### config.mk
export PLATFORM = sky130hd
export DESIGN_NAME = keypad_scanner_flat
export DESIGN_NICKNAME = d
export VERILOG_FILES = /design/src/rtl/keypad_pkg.sv /design/src/rtl/keypad_scanner_if.sv /design/src/rtl/scan_tick_gen.sv /design/src/rtl/keypad_scanner.sv /design/src/flat_wrapper.sv
export SDC_FILE = /design/constraint.sdc
export NUM_CORES = 1
export LEC_CHECK = 0
export CAP_MARGIN = 30
export CORE_AREA = 2 2 74 58
export DETAILED_ROUTE_END_ITERATION = 12
export DIE_AREA = 0 0 76 60
export PLACE_DENSITY_LB_ADDON = 0.15
export SLEW_MARGIN = 30
export SYNTH_ARGS = -nofsm -noshare
export SYNTH_HDL_FRONTEND = slang
export SYNTH_HIERARCHICAL = 1
export SYNTH_SLANG_ARGS = --single-unit
export TNS_END_PERCENT = 100
### constraint.sdc
create_clock -name clk -period 2.89 [get_ports clk]
set_input_delay 0.4335 -clock clk [delete_from_list [all_inputs] [get_ports clk]]
set_output_delay 0.4335 -clock clk [all_outputs]
set_load 0.005 [all_outputs]
### src/rtl/keypad_pkg.sv
// -----------------------------------------------------------------------------
// keypad_pkg
// Shared types, constants and helpers for the 4x4 keypad scanner.
//   scan_state_t : scanner FSM states
//   COL_PAT      : column drive patterns, index = col_idx (active column low)
//   ROWS_IDLE    : row value seen when no key in the driven column is pressed
//   row_info_t   : decoded view of an active-low row vector
//   decode_rows  : returns the index of the low row and whether exactly one
//                  row is low
// -----------------------------------------------------------------------------
package keypad_pkg;

  typedef enum logic [1:0] {
    ST_SCAN,
    ST_DEBOUNCE,
    ST_HELD,
    ST_RELEASE
  } scan_state_t;

  localparam logic [3:0] COL_PAT [4] = '{4'b1110, 4'b1101, 4'b1011, 4'b0111};
  localparam logic [3:0] ROWS_IDLE   = 4'b1111;

  typedef struct packed {
    logic       one_hot;  // exactly one row is low
    logic [1:0] row_idx;  // index of the lowest low row, row 0 = bit 0
  } row_info_t;

  function automatic row_info_t decode_rows(input logic [3:0] rows_n);
    row_info_t   info;
    int unsigned lows;
    info = '0;
    lows = 0;
    // Walk from the top so the lowest low bit wins; only meaningful when
    // one_hot is set, since multi-key presses are rejected anyway.
    for (int i = 3; i >= 0; i--) begin
      if (!rows_n[i]) begin
        lows++;
        info.row_idx = 2'(i);
      end
    end
    info.one_hot = (lows == 1);
    return info;
  endfunction

endpackage

### src/rtl/keypad_scanner_if.sv
// -----------------------------------------------------------------------------
// keypad_scanner_if
// Bundles the keypad matrix pins and the key-event outputs.
//   row_in    : matrix rows, active-low, asynchronous to clk
//   col_out   : column drive, active column low
//   key_code  : {row_idx, col_idx} of the last accepted key
//   key_valid : one-cycle pulse, key_code valid in the same cycle
//   key_held  : high while an accepted or rejected press is still held
// master : the scanner; slave : the matrix / downstream consumer side.
// -----------------------------------------------------------------------------
interface keypad_scanner_if;

  logic [3:0] row_in;
  logic [3:0] col_out;
  logic [3:0] key_code;
  logic       key_valid;
  logic       key_held;

  modport master (
    input  row_in,
    output col_out,
    output key_code,
    output key_valid,
    output key_held
  );

  modport slave (
    output row_in,
    input  col_out,
    input  key_code,
    input  key_valid,
    input  key_held
  );

endinterface

### src/rtl/scan_tick_gen.sv
// -----------------------------------------------------------------------------
// scan_tick_gen
// Column dwell divider. Counts 0..SCAN_DIV-1 and raises tick for the single
// cycle in which the count sits at SCAN_DIV-1, after which it wraps to 0.
//   clk   : system clock
//   rst_n : asynchronous active-low reset
//   tick  : one-cycle dwell-end strobe
// -----------------------------------------------------------------------------
module scan_tick_gen #(
  parameter int SCAN_DIV = 1000
) (
  input  logic clk,
  input  logic rst_n,
  output logic tick
);

  localparam int              CNT_W   = $clog2(SCAN_DIV);
  localparam logic [CNT_W-1:0] CNT_MAX = CNT_W'(SCAN_DIV - 1);

  logic [CNT_W-1:0] cnt;

  // NOTE: sequential state is assigned with <= so every flop samples the
  // pre-edge values of its inputs, independent of block evaluation order.
  always_ff @(posedge clk or negedge rst_n) begin
    if (!rst_n) begin
      cnt <= '0;
    end else if (cnt == CNT_MAX) begin
      cnt <= '0;
    end else begin
      cnt <= cnt + 1'b1;
    end
  end

  assign tick = (cnt == CNT_MAX);

endmodule

### src/rtl/keypad_scanner.sv
// -----------------------------------------------------------------------------
// keypad_scanner
// Scans a 4x4 active-low key matrix one column per dwell, debounces the row
// returns and emits one key_valid pulse per accepted single-key press.
// Multi-key presses are held off (key_held) without producing a pulse.
//   clk   : system clock
//   rst_n : asynchronous active-low reset
//   bus   : keypad_scanner_if.master (row_in in; col_out, key_code,
//           key_valid, key_held out -- all outputs registered)
// Parameters:
//   SCAN_DIV       : clk cycles per column dwell (>= 4)
//   DEBOUNCE_TICKS : stable dwell ticks needed to accept a press or release
// -----------------------------------------------------------------------------
module keypad_scanner
  import keypad_pkg::*;
#(
  parameter int SCAN_DIV       = 1000,
  parameter int DEBOUNCE_TICKS = 8
) (
  input  logic               clk,
  input  logic               rst_n,
  keypad_scanner_if.master   bus
);

  localparam int               DEB_W    = $clog2(DEBOUNCE_TICKS + 1);
  localparam logic [DEB_W-1:0] DEB_DONE = DEB_W'(DEBOUNCE_TICKS);

  logic             tick;
  logic [3:0]       row_meta;
  logic [3:0]       row_s;
  scan_state_t      state;
  scan_state_t      state_next;
  logic [3:0]       row_lat;
  logic [1:0]       col_idx;
  logic [1:0]       col_nxt;
  logic [1:0]       col_lat;
  logic [DEB_W-1:0] deb_cnt;
  logic [DEB_W-1:0] deb_inc;
  logic             rows_idle;
  logic             rows_match;
  row_info_t        lat_info;

  logic latch_rows;
  logic deb_clear;
  logic deb_step;
  logic col_step;
  logic accept;

  scan_tick_gen #(
    .SCAN_DIV (SCAN_DIV)
  ) u_tick (
    .clk   (clk),
    .rst_n (rst_n),
    .tick  (tick)
  );

  // Two-flop synchronizer; cleared to "no key" so reset never looks like a press.
  always_ff @(posedge clk or negedge rst_n) begin
    if (!rst_n) begin
      row_meta <= ROWS_IDLE;
      row_s    <= ROWS_IDLE;
    end else begin
      row_meta <= bus.row_in;
      row_s    <= row_meta;
    end
  end

  assign rows_idle  = (row_s == ROWS_IDLE);
  assign rows_match = (row_s == row_lat);
  assign col_nxt    = col_idx + 2'd1;
  assign lat_info   = decode_rows(row_lat);
  // Saturating step; the FSM leaves the counting state on DEB_DONE anyway.
  assign deb_inc    = (deb_cnt == DEB_DONE) ? deb_cnt : deb_cnt + 1'b1;

  // --- FSM: state register --------------------------------------------------
  always_ff @(posedge clk or negedge rst_n) begin
    if (!rst_n) begin
      state <= ST_SCAN;
    end else begin
      state <= state_next;
    end
  end

  // --- FSM: next state (decisions only on dwell ticks) ----------------------
  always_comb begin
    // NOTE: default assignment first so no path through the block leaves
    // state_next unassigned, which would infer a latch.
    state_next = state;
    if (tick) begin
      case (state)
        ST_SCAN: begin
          if (!rows_idle) state_next = ST_DEBOUNCE;
        end
        ST_DEBOUNCE: begin
          if (!rows_match)               state_next = ST_SCAN;
          else if (deb_inc == DEB_DONE)  state_next = ST_HELD;
        end
        ST_HELD: begin
          if (rows_idle) state_next = ST_RELEASE;
        end
        ST_RELEASE: begin
          if (!rows_idle)                state_next = ST_HELD;
          else if (deb_inc == DEB_DONE)  state_next = ST_SCAN;
        end
        default: state_next = ST_SCAN;
      endcase
    end
  end

  // --- FSM: per-state actions -----------------------------------------------
  always_comb begin
    latch_rows = 1'b0;
    deb_clear  = 1'b0;
    deb_step   = 1'b0;
    col_step   = 1'b0;
    accept     = 1'b0;
    if (tick) begin
      case (state)
        ST_SCAN: begin
          if (rows_idle) col_step   = 1'b1;
          else           latch_rows = 1'b1;
        end
        ST_DEBOUNCE: begin
          if (rows_match) begin
            deb_step = 1'b1;
            // A multi-key press still reaches HELD, just without a pulse.
            accept   = (deb_inc == DEB_DONE) && lat_info.one_hot;
          end else begin
            // Bounce: abandon this column rather than re-sampling it.
            col_step = 1'b1;
          end
        end
        ST_HELD: begin
          deb_clear = rows_idle;
        end
        ST_RELEASE: begin
          if (rows_idle) begin
            deb_step = 1'b1;
            col_step = (deb_inc == DEB_DONE);
          end
        end
        default: ;
      endcase
    end
  end

  // --- Datapath: latched press, debounce counter, column index --------------
  always_ff @(posedge clk or negedge rst_n) begin
    if (!rst_n) begin
      row_lat <= ROWS_IDLE;
      col_lat <= '0;
      deb_cnt <= '0;
      col_idx <= '0;
    end else begin
      if (latch_rows) begin
        row_lat <= row_s;
        col_lat <= col_idx;
      end
      if (latch_rows || deb_clear) begin
        deb_cnt <= '0;
      end else if (deb_step) begin
        deb_cnt <= deb_inc;
      end
      if (col_step) begin
        col_idx <= col_nxt;
      end
    end
  end

  // --- Registered outputs ---------------------------------------------------
  always_ff @(posedge clk or negedge rst_n) begin
    if (!rst_n) begin
      bus.col_out   <= COL_PAT[0];
      bus.key_code  <= '0;
      bus.key_valid <= 1'b0;
      bus.key_held  <= 1'b0;
    end else begin
      bus.key_valid <= accept;
      // Built from state_next so key_held rises with key_valid and falls right
      // after the release-completing tick.
      bus.key_held  <= (state_next == ST_HELD) || (state_next == ST_RELEASE);
      if (col_step) begin
        bus.col_out <= COL_PAT[col_nxt];
      end
      if (accept) begin
        bus.key_code <= {lat_info.row_idx, col_lat};
      end
    end
  end

endmodule

### src/flat_wrapper.sv
// flat-port wrapper written by rule: the top's interface ports become plain ports
module keypad_scanner_flat import keypad_pkg::*;
#(
  parameter int SCAN_DIV       = 1000,
  parameter int DEBOUNCE_TICKS = 8
)
  (clk, rst_n, bus_row_in, bus_col_out, bus_key_code, bus_key_valid, bus_key_held);
  keypad_scanner_if bus_i ();
  input  logic clk;
  input  logic rst_n;
  input wire logic [$bits(bus_i.row_in)-1:0] bus_row_in;
  output wire logic [$bits(bus_i.col_out)-1:0] bus_col_out;
  output wire logic [$bits(bus_i.key_code)-1:0] bus_key_code;
  output wire logic [$bits(bus_i.key_valid)-1:0] bus_key_valid;
  output wire logic [$bits(bus_i.key_held)-1:0] bus_key_held;
  assign bus_i.row_in = bus_row_in;
  assign bus_col_out = bus_i.col_out;
  assign bus_key_code = bus_i.key_code;
  assign bus_key_valid = bus_i.key_valid;
  assign bus_key_held = bus_i.key_held;
  keypad_scanner #(.SCAN_DIV(SCAN_DIV), .DEBOUNCE_TICKS(DEBOUNCE_TICKS)) u_core (.clk(clk), .rst_n(rst_n), .bus(bus_i));
endmodule
Word level (Yosys, flattened, before mapping)
Cells that the tools add are included.

storage, ports and cells
  ROM bits = 0
  output and inout port bits = 10
  memories kept = 0
  RAM bits = 0
  flip-flop bits (word level) = 42
  logic and storage cells = 75
  latch bits = 0

operators by class
  divide/modulo/power cells = 0
  reductions and logical operators = 5
  multiplexer cells = 39
  add/subtract/negate cells = 6
  equal/unequal tests = 11
  $lt $le $gt $ge = 1
  multipliers = 0
  shift-type cells = 0
  bitwise logic cells = 1

operator list
  kind                     count
  $mux W32                 3
  $add A32 B1 Y32 const B  2
  $eq A32 B1 Y1 const B    1
  $mux W2                  11
  $mux W4                  5
  $mux W1                  15
  $eq A4 B4 Y1 const B     3
  $add A10 B1 Y10 const B  1
  $eq A10 B10 Y1 const B   1
  $mux W10                 1
  $bmux W4 S2              1
  $eq A2 B2 Y1 const B     4
  $pmux W2 S4              1
  $add A4 B1 Y4 const B    1
  $eq A4 B4 Y1             1
  $ge A3 B3 Y1 const B     1
  $not A2 Y3               1
  $pmux W1 S3              1
  $add A1 B1 Y2 const B    1
  $add A2 B1 Y2 const B    1
  $eq A2 B1 Y1 const B     1
  $logic_not A2 Y1         1
  $logic_or A1 B1 Y1       2
  $pmux W1 S2              1
  2 further kinds          2

Logic depth before layout (Yosys ltp)
  word-level depth = 12
  gate-level depth with buffers = 11

Hierarchy
The synthesis kept the hierarchy.

by module, submodules not included
  module          instances  area an instance (sq um)  sequential area each (sq um)  cells an instance
  keypad_scanner  1          1639.1                    819.5                         145
  scan_tick_gen   1          483.0                     250.2                         43

Worst setup path before layout
OpenSTA, ideal clock, no wires.

  path type = reg2reg
  from = register u_core.u_tick.cnt[0]
  to = register u_core.col_idx[1]
  library setup time = 127 ps
  slack = 555 ps
  cell stages (with the launch flop) = 10
  clock period less this slack = 2335 ps
  required time = 2763 ps
  data arrival time = 2208 ps
  path through = dfrtp_1 ha_1 nand3_1 nor3_2 and3_1 buf_2 nand2_1 nor4_4 a2bb2oi_2 mux2_1

between the ends
  word-level cells in the longest chain between the ends = 2

RTL lines
  element                 line                   text
  from (decl)             scan_tick_gen.sv:20    logic [CNT_W-1:0] cnt;
  from (signal assigned)  scan_tick_gen.sv:30    cnt <= cnt + 1'b1;
  $eq A10 B10 Y1          scan_tick_gen.sv:34    assign tick = (cnt == CNT_MAX);
  named net u_core.tick   keypad_scanner.sv:28   logic tick;
  $mux W1                 keypad_scanner.sv:117  if (tick) begin
  to (signal assigned)    keypad_scanner.sv:165  col_idx <= col_nxt;
  to (decl)               keypad_scanner.sv:34   logic [1:0] col_idx;

The timed path passes the listed nets, and every way through them passes these cells.
A chain may end at the register's enable or synchronous reset.

Final worst setup path
Ends and elaborated chain as after synthesis.

==> results.tsv <==
stage	metric	value	unit
logic_synthesis	yosys warns	6	
clocking	Sink Count	42	
grt	vias in the first global route	1440	
sta	fin. max-slew vios	0	
die	die width	76	um
sta	unrepaired setup endpoints after global routing	false	
power_and_ir_drop	LEAKAGE	1.06	nW
critical_path	startpoint types	flip-flop	
critical_path	slowest CP cell	nor4_4	
sta	fin crit share	88.3	%
die	Core ar.	3880	um^2
clocking	H-tree depth	2	
critical_path	Crit path buffers/inverters	0	
place	I/O Buffers	15	
critical_path	CP delay by family, top	simple AND/OR/NAND/NOR gates	
grt	Total GRT Usage	19.1	%
layout	Layout Cells excl Fill	264	
clocking	Clk Latency, worst-skew pair	0.29	ns
layout	layout cells sized above 1	18.2	%
critical_path	Req. time, crit path	3.07	ns
sta	Max Clk Rate	0.392	GHz
die	Initial Util	54.7	%
logic_synthesis	Mapped Avg Cell Area	11.3	um^2
place	Post-DP HPWL	2910	um
place	placed cells	256	
place	placed cell areas	2330	um^2
drt	Routed Wire Length	4010	um
layout	area grow syn2layout	15.3	%
grt	largest net degree at the start of global routing	43	
critical_path	Reg2Reg Capture Point	u_core/col_idx[1]$_DFFE_PN0P_	
grt	first-pass GRT wire length	6760	um
die	Die H	60	um
critical_path	crit path cell chain	ha_1 > nand3_1 > nor3_2 > and3_1 > nand2_1 > nor4_4 > a2bb2oi_2 > mux2_1	
logic_synthesis	Post-Synthesis Cells	188	
drt	# DRC	0	
outcome	run status	complete, no violations	
drt	drt pass-1 iters	6	
layout	most frequent cells in the layout	dfrtp_1 (27), nor2_1 (15), dfstp_2 (15)	
layout	Core Util, Final	63.1	%
logic_synthesis	Post-Syn Area	2120	um^2
sta	Fin. Hold Viols	0	
grt	initial antenna violation count	0	
power_and_ir_drop	Max rail drop VDD	241	uV
run	Max-Cap Viols	0	
critical_path	r2r worst-path depth	8	
clocking	total setup buffers inserted after CTS	0	
clocking	Post-CTS Resized	0	
sta	Worst slew margin	65.4	%
critical_path	kind of critical path	flip-flop to flip-flop	
layout	Antenna diodes	0	
critical_path	Worst path max stage delay	0.46	ns
logic_synthesis	Yosys cell types	47	
logic_synthesis	Async SR Flop Fraction	100	%
sta	setup TNS	0	ns
critical_path	Arrival @ worst endpoint	2.73	ns
drt	first-iteration detailed-routing DRC count	109	
drt	Vias	1456	
die	DIE AREA	4560	um^2
sta	endpoints failing setup	0	
logic_synthesis	number of synthesized flops with an enable pin	0	
die	row count	20	
clocking	Root Driver	clkbuf_8	
grt	global route total overflow	0	
critical_path	worst flop-to-flop path startpoint	u_core/u_tick/cnt[0]$_DFF_PN0_	
worst_hold_path	Hold WC Path Type	primary input to async pin	
critical_path	crit end category	flip-flop	
logic_synthesis	post-synthesis sequential area ratio	50.4	%
sta	clock skew	0.00584	ns
logic_synthesis	Primary FF master, synth	dfrtp_1	
clocking	CTS buffer count	5	
sta	worst-margin pin slew	0.514	ns
clocking	Hold-fix buffers, CTS	0	
logic_synthesis	Yosys reg bits	42	
layout	final net count	225	
power_and_ir_drop	P per Cell Area	441	nW/um^2
critical_path	crit path max fanout	6	
drt	wire per inst	15.2	um
place	routability congestion estimate	0.782	
drt	post-DR vias/cell	5.52	
sta	Hold Slack	0.118	ns
layout	commonest non-fill, non-tap cell in the layout	dfrtp_1	
logic_synthesis	Syn Nets	205	
clocking	clock buffer depth	2	
layout	post-route cell area	2450	um^2
critical_path	register-to-register path setup slack	0.34	ns
clocking	CTS tree	built	
die	IO Pins	16	
drt	Detail Route Antenna Nets	0	
clocking	Clock transition at path regs	0.08	ns
sta	crit path time final	2.55	ns
metal layers:
layer  part of all wire [%]  GRT usage [%]  vias up
met5                      0              0        -
met4                   0.57           6.23        0
met3                    3.9           3.93        6
met2                     49           34.3       38
met1                     46           23.8      712
li1                       -              -      700
flip-flops by register name (all words and copies together), names as in the netlist:
name,cells
u_core/bus.col_out,4
u_core/bus.key_code,4
u_core/bus.key_held,1
u_core/bus.key_valid,1
u_core/col_idx,2
u_core/col_lat,2
u_core/deb_cnt,4
u_core/row_lat,4
u_core/row_meta,4
u_core/row_s,4
u_core/state,2
u_core/u_tick/cnt,10
worst max-delay path by stage:
stage | startpoint | endpoint | slack, ns | cells past startpoint
3_5_place_dp | u_core/u_tick/cnt[0]$_DFF_PN0_ | u_core/col_idx[1]$_DFFE_PN0P_ | 0.35 | 8
3_3_place_gp | u_core/u_tick/cnt[0]$_DFF_PN0_ | u_core/col_idx[1]$_DFFE_PN0P_ | 0.45 | 8
6_report | u_core/u_tick/cnt[0]$_DFF_PN0_ | u_core/col_idx[1]$_DFFE_PN0P_ | 0.34 | 8
2_1_floorplan | u_core/u_tick/cnt[0]$_DFF_PN0_ | u_core/col_idx[1]$_DFFE_PN0P_ | 0.55 | 9
4_1_cts | u_core/u_tick/cnt[0]$_DFF_PN0_ | u_core/col_idx[1]$_DFFE_PN0P_ | 0.33 | 8
5_1_grt | u_core/u_tick/cnt[0]$_DFF_PN0_ | u_core/bus.key_code[3]$_DFFE_PN0P_ | 0.13 | 8
area by class of cell:
class                           instances  area, um^2
Clock buffer                            6        72.6
Clock inverter                          2        37.5
Fill cell                             314        1430
Inverter                               14        52.6
Multi-Input combinational cell        128         982
Sequential cell                        42        1070
Tap cell                               55        68.8
Timing Repair Buffer                   17         163
cell families after synthesis:
logic type,after synthesis,synth area share (%)
xor gates and xnor gates,14,5.78
AOI/OAI and AO/OA,33,11.7
buffers and inverters,18,3.30
DFF,42,50.4
and+or+nand+nor,59,16.8
adders and majority gates,11,6.49
muxes,11,5.54
power by group:
part	internal (mW)	switching [mW]	leakage, nW
logic	0.00870	0.0150	0.488
registers	0.598	0.00449	0.519
clock network	0.258	0.195	0.0514
metrics by stage:
step,setup slack [ns],total power [mW]
5_1_grt,0.129,1.12
2_1_floorplan,0.555,0.617
3_3_place_gp,0.450,0.637
4_1_cts,0.328,1.10
6_report,0.339,1.08
3_5_place_dp,0.355,0.638
cells in the mapped netlist (2+ instances only):
library cell / instances / area (um^2)
dfstp_2: 15 / 394
a21oi_1: 8 / 40.0
ha_1: 11 / 138
a211oi_1: 2 / 15.0
mux2_1: 4 / 45.0
mux2_2: 2 / 22.5
buf_2: 2 / 10.0
nand3b_1: 2 / 15.0
nor2b_1: 3 / 18.8
dfrtp_1: 27 / 676
clkbuf_1: 2 / 7.51
nor3_1: 2 / 10.0
and3_1: 5 / 31.3
a2bb2oi_1: 2 / 17.5
nand2_1: 7 / 26.3
xnor2_1: 10 / 87.6
nand4_1: 4 / 25.0
nor2_1: 15 / 56.3
nand3_1: 7 / 35.0
inv_1: 14 / 52.6
nand2b_1: 2 / 12.5
o22a_1: 4 / 35.0
xor2_1: 4 / 35.0
and3_4: 2 / 22.5
mux2i_1: 5 / 50.1
o21ai_0: 6 / 30.0
Power figures use the tool's default switching activity.
